<file path="src/rtl/lu_scan.sv">
`timescale 1ns/1ps
`default_nettype none
// ============================================================================
//  Module   : lu_scan
//  Purpose  : Scans an 8x8 grid (x,y in 1..8), LU_BUS_SZ points per cycle,
//             flagging points inside a circle (cx,cy,r) for a downstream
//             hit accumulator. One scan = CLEAR (1) + SCAN (16) + DONE (1).
//  Ports    : clk_i        - clock, rising edge
//             rst_i        - asynchronous active-high reset
//             start_i      - start request, honoured only in IDLE
//             cx_i, cy_i   - circle centre (4-bit unsigned)
//             r_i          - circle radius (4-bit unsigned)
//             hit_o        - per-lane inside flags, valid with acc_en_o
//             acc_en_o     - accumulate hit_o this cycle
//             acc_clear_o  - clear the accumulator
//             busy_o       - scan in progress
//             done_o       - one-cycle completion pulse
//  Config   : LU_SCAN_OUT_REG_EN - when defined, hit_o/acc_en_o/acc_clear_o/
//             done_o pass through one output register stage (+1 cycle).
//  Revision : 1.0 - initial release
// ============================================================================
module lu_scan #(
    parameter int LU_BUS_SZ = 4
) (
    input  logic                 clk_i,
    input  logic                 rst_i,
    input  logic                 start_i,
    input  logic [3:0]           cx_i,
    input  logic [3:0]           cy_i,
    input  logic [3:0]           r_i,
    output logic [LU_BUS_SZ-1:0] hit_o,
    output logic                 acc_en_o,
    output logic                 acc_clear_o,
    output logic                 busy_o,
    output logic                 done_o
);

    typedef enum logic [1:0] {
        IDLE  = 2'd0,
        CLEAR = 2'd1,
        SCAN  = 2'd2,
        DONE  = 2'd3
    } state_t;

    localparam logic [3:0] c_LAST_CYCLE = 4'd15;

    state_t         r_state;
    state_t         w_state_nxt;
    logic [3:0]     r_c;
    logic [3:0]     r_cx;
    logic [3:0]     r_cy;
    logic [3:0]     r_r;

    logic                 w_acc_clear;
    logic                 w_acc_en;
    logic                 w_done;
    logic [LU_BUS_SZ-1:0] w_inside;
    logic [LU_BUS_SZ-1:0] w_hit;
    logic [9:0]           w_r_sq;

    // ------------------------------------------------------------------------
    // FSM
    // ------------------------------------------------------------------------
    always_ff @(posedge clk_i or posedge rst_i) begin
        if (rst_i) begin
            r_state <= IDLE;
        end else begin
            r_state <= w_state_nxt;
        end
    end

    always_comb begin
        w_state_nxt = r_state;
        w_acc_clear = 1'b0;
        w_acc_en    = 1'b0;
        w_done      = 1'b0;
        case (r_state)
            IDLE: begin
                if (start_i) begin
                    w_state_nxt = CLEAR;
                end
            end
            CLEAR: begin
                w_acc_clear = 1'b1;
                w_state_nxt = SCAN;
            end
            SCAN: begin
                w_acc_en = 1'b1;
                if (r_c == c_LAST_CYCLE) begin
                    w_state_nxt = DONE;
                end
            end
            DONE: begin
                w_done      = 1'b1;
                w_state_nxt = IDLE;
            end
            default: w_state_nxt = IDLE;
        endcase
    end

    // Parameters are captured once at start so mid-scan input changes are
    // invisible; the counter holds at 15 rather than wrapping.
    always_ff @(posedge clk_i or posedge rst_i) begin
        if (rst_i) begin
            r_cx <= 4'd0;
            r_cy <= 4'd0;
            r_r  <= 4'd0;
            r_c  <= 4'd0;
        end else begin
            if (r_state == IDLE && start_i) begin
                r_cx <= cx_i;
                r_cy <= cy_i;
                r_r  <= r_i;
            end
            if (r_state == CLEAR) begin
                r_c <= 4'd0;
            end else if (r_state == SCAN && r_c != c_LAST_CYCLE) begin
                r_c <= r_c + 4'd1;
            end
        end
    end

    // ------------------------------------------------------------------------
    // Inside test per lane. Point index p = c*LU_BUS_SZ + k, so
    // x-1 = p[2:0] and y-1 = p[5:3]. Differences are taken in 6-bit two's
    // complement and squared as magnitudes in 10 bits (max 196+196=392).
    // ------------------------------------------------------------------------
    assign w_r_sq = 10'(r_r) * 10'(r_r);

    for (genvar k = 0; k < LU_BUS_SZ; k++) begin : g_lane
        logic [5:0] w_p;
        logic [3:0] w_x;
        logic [3:0] w_y;
        logic [5:0] w_dx;
        logic [5:0] w_dy;
        logic [5:0] w_ndx;
        logic [5:0] w_ndy;
        logic [4:0] w_adx;
        logic [4:0] w_ady;
        logic [9:0] w_d_sq;

        assign w_p    = 6'((int'(r_c) * LU_BUS_SZ) + k);
        assign w_x    = {1'b0, w_p[2:0]} + 4'd1;
        assign w_y    = {1'b0, w_p[5:3]} + 4'd1;
        assign w_dx   = {2'b00, w_x} - {2'b00, r_cx};
        assign w_dy   = {2'b00, w_y} - {2'b00, r_cy};
        assign w_ndx  = 6'd0 - w_dx;
        assign w_ndy  = 6'd0 - w_dy;
        assign w_adx  = w_dx[5] ? w_ndx[4:0] : w_dx[4:0];
        assign w_ady  = w_dy[5] ? w_ndy[4:0] : w_dy[4:0];
        assign w_d_sq = (10'(w_adx) * 10'(w_adx)) + (10'(w_ady) * 10'(w_ady));
        assign w_inside[k] = (w_d_sq <= w_r_sq);
    end

    assign w_hit = w_acc_en ? w_inside : '0;

    // ------------------------------------------------------------------------
    // Outputs
    // ------------------------------------------------------------------------
`ifdef LU_SCAN_OUT_REG_EN
    logic [LU_BUS_SZ-1:0] r_hit_q;
    logic                 r_acc_en_q;
    logic                 r_acc_clear_q;
    logic                 r_done_q;

    always_ff @(posedge clk_i or posedge rst_i) begin
        if (rst_i) begin
            r_hit_q       <= '0;
            r_acc_en_q    <= 1'b0;
            r_acc_clear_q <= 1'b0;
            r_done_q      <= 1'b0;
        end else begin
            r_hit_q       <= w_hit;
            r_acc_en_q    <= w_acc_en;
            r_acc_clear_q <= w_acc_clear;
            r_done_q      <= w_done;
        end
    end

    assign hit_o       = r_hit_q;
    assign acc_en_o    = r_acc_en_q;
    assign acc_clear_o = r_acc_clear_q;
    assign done_o      = r_done_q;
    // Stretch busy over the delayed done pulse.
    assign busy_o      = (r_state != IDLE) | r_done_q;
`else
    assign hit_o       = w_hit;
    assign acc_en_o    = w_acc_en;
    assign acc_clear_o = w_acc_clear;
    assign done_o      = w_done;
    assign busy_o      = (r_state != IDLE);
`endif

endmodule
`default_nettype wire

</file>
<file path="config.mk">
export PLATFORM = sky130hd
export DESIGN_NAME = lu_scan
export DESIGN_NICKNAME = d
export VERILOG_FILES = /design/src/rtl/lu_scan.sv
export SDC_FILE = /design/constraint.sdc
export NUM_CORES = 1
export LEC_CHECK = 0
export ABC_AREA = 1
export BUFFER_PORTS_ARGS = -buffer_cell sky130_fd_sc_hd__buf_2
export CORE_MARGIN = 3
export CORE_UTILIZATION = 59
export CTS_CLUSTER_DIAMETER = 120
export DETAILED_ROUTE_END_ITERATION = 10
export PLACE_DENSITY_LB_ADDON = 0.2
export SYNTH_ARGS = -nofsm -noshare
export SYNTH_HDL_FRONTEND = slang
export SYNTH_SLANG_ARGS = --single-unit
export TNS_END_PERCENT = 5
</file>
<file path="constraint.sdc">
create_clock -name clk_i -period 7.4 [get_ports clk_i]
set_input_delay 0.74 -clock clk_i [delete_from_list [all_inputs] [get_ports clk_i]]
set_output_delay 0.74 -clock clk_i [all_outputs]
set_load 0.05 [all_outputs]
</file>
==> impl_metrics.tcl <==
set metrics [dict create \
    gr-usage-met1_pct 33.0 \
    vias 5955 \
    portBuffers 22 \
    crit_arrival_ns 6.62 \
    yosysMostFrequentCell "inv_1" \
    areaGrowthSynthToFinish_pct 19.7 \
    busiest_layer "met2" \
    dr.pass1.iters 6 \
    clock-sinks 18 \
    worst_pin_slew_ns 1.39 \
    async_flop_share_pct 100 \
    diodes 0 \
    fillers 889 \
    finalNonFillerCells 1129 \
    met2_usage_pct 44.6 \
    cts_tree "done" \
    crit_path_frequent_cell "fa_1" \
    drtAntennaViolNets 0 \
    synth_ff_type "dfrtp_1" \
    finalSetupViolCount 0 \
    report.final.hold_viol_count 0 \
    final_nets 1234 \
    outcome "finished clean" \
    finClkSkew_ns 0.00120 \
    drv_cap 0 \
    finalMaxSlewViolations 0 \
    detail_route.wl_per_cell_um 15.2 \
    synth_common_cells "inv_1, ha_1, nand2_1" \
    max_freq_ghz 0.136 \
    synth_area_leaders "ha_1, fa_1, inv_1" \
    boundaryPins 23 \
    use_met3_pct 2.33 \
    relSlewSlack_pct 6.60 \
    cp-start-kind "flip-flop" \
    dpl.hpwl_mm 13.4 \
    drc 0 \
    setup_ws_ns 0.0371 \
    grt_antenna_before_repair 0 \
    ys_seq_area_share_pct 6.47 \
    gp_congestion 0.927 \
    post-synth-top-area-fraction_pct 27.5 \
    worst_path_largest_cell_delay_ns 0.56 \
    fp.dieArea_um2 13100 \
    synth_edf_count 0 \
    grt.overflow.total 0 \
    drive_gt1_share_pct 19.9 \
    cp_max_fo 4 \
    vias_per_cell 5.27 \
    postSynthAreaPerCell_um2 7.73 \
    place_ws_ns -0.0900 \
    grt_pass1_wl_mm 26.5 \
    start_util_pct 60.7 \
    synthesis.area_um2 6960 \
    end_kind "primary output" \
    drtIter0Drc 389 \
    dp_cells 1112 \
    grtUsageTotal_pct 25.3 \
    grt_pass1_vias 5899 \
    required_ns 6.66 \
    rows 39 \
    crit_slowest_cell "fa_1" \
    grt_setup_unrepaired "yes" \
    die_y_um 115 \
    synth_area_leader_cell "ha_1" \
    placed_area_um2 7630 \
    root_buffer "clkbuf_16" \
    yosys_warnings 0 \
    routed_wl_mm 17.1 \
    path_clk_slew_ns 0.05 \
    crit_type "reg2out" \
    core-area_um2 11500 \
    clkLatencyLatePin_ns 0.25 \
    synth_cell_type_count 39 \
    grt_max_degree 22 \
    dieWidth_um 115 \
    hp-class "reg2reg" \
    cts_buffers 3 \
    cts-htree-levels 1 \
    period_minus_slack_ns 7.36 \
    cts_max_path_buffers 2 \
    ys_seq_elements 18 \
    syn_inst 900 \
    fin_area_um2 8330 \
    period_share_pct 99.5 \
]
-- sequential cells by signal (all words and copies together), names as in the netlist --
register / cells
r_cy: 4
r_r: 4
r_c: 4
r_cx: 4
r_state: 2
-- repair_timing --
action	4_1_cts	5_1_grt
gates resized for setup	36	81
buffers inserted	5	8
setup endpoints to repair	4	4
hold buffers	0	0
pin swaps	19	56
-- metal layers --
layer	routed length, µm	vias up
li1	-	2950
met4	632	0
met5	0	-
met2	8400	176
met3	1060	50
met1	7050	2779
-- path summary, 6_finish.rpt --
path	startpoint	end	slack, ns	cells past startpoint
max in group asynchronous	rst_i	r_c[0]	6.33	2
max	r_cy[2]	hit_o[2]	0.04	33
max reg2reg	r_c[1]	r_c[3]	5.56	7
min reg2reg	r_cy[0]	r_cy[0]	0.52	2
min	r_cy[0]	r_cy[0]	0.52	2
min in group asynchronous	rst_i	r_r[2]	0.59	2
-- kinds of logic after synthesis --
| family | Yosys count | synth area share [%] |
|---|---|---|
| AND/OR/NAND/NOR | 258 | 16.1 |
| buffers and inverters | 252 | 13.6 |
| adder cells (fa/ha/maj) | 232 | 50.2 |
| AO/OA/AOI/OAI | 96 | 7.88 |
| XOR/XNOR | 40 | 5.14 |
| flip-flops | 18 | 6.47 |
| multiplexers | 3 | 0.485 |
| other | 1 | 0.0539 |
-- final cells by class --
| type | instances | area [µm²] | area share [%] |
|---|---|---|---|
| clock buffer | 4 | 88.8 | 1.07 |
| tap | 143 | 179 | 2.15 |
| timing repair buffer | 78 | 567 | 6.80 |
| multi-input combinational | 639 | 6110 | 73.4 |
| sequential | 18 | 452 | 5.42 |
| inverter | 247 | 930 | 11.2 |
-- metrics by stage --
step	setup TNS, ns	hold slack, ns	util, %
after CTS	-0.0646	0.526	69.0
after floorplan	-0.115	0.485	-
after global routing	-0.667	0.565	72.6
final	0	0.523	72.6
after global placement	0	0.501	66.6
after detailed placement	-0.260	0.515	66.6
-- cells in the final DEF, fill, tap and decap left out, types with 18 or more instances in the layout --
| cell type | Yosys | layout |
|---|---|---|
| inv_1 | 245 | 231 |
| nand3_1 | 28 | 25 |
| nand2_1 | 117 | 104 |
| buf_4 | 0 | 53 |
| a21oi_1 | 54 | 40 |
| xor2_1 | 24 | 22 |
| ha_1 | 153 | 134 |
| fa_1 | 79 | 78 |
| buf_2 | 1 | 18 |
| nor2_1 | 78 | 69 |
-- worst max-delay path: cells and delay by family, from the launching register on --
family,cells,cell delay [ns]
AOI/OAI and AO/OA,5,0.81
buffers and inverters,10,0.82
and+or+nand+nor,8,0.65
adders and majority gates,9,3.54
DFF,1,0.37
xor gates and xnor gates,1,0.14
Power is not shown: default switching activity piles up to over one toggle a cycle in this logic, so the estimate is an artifact.
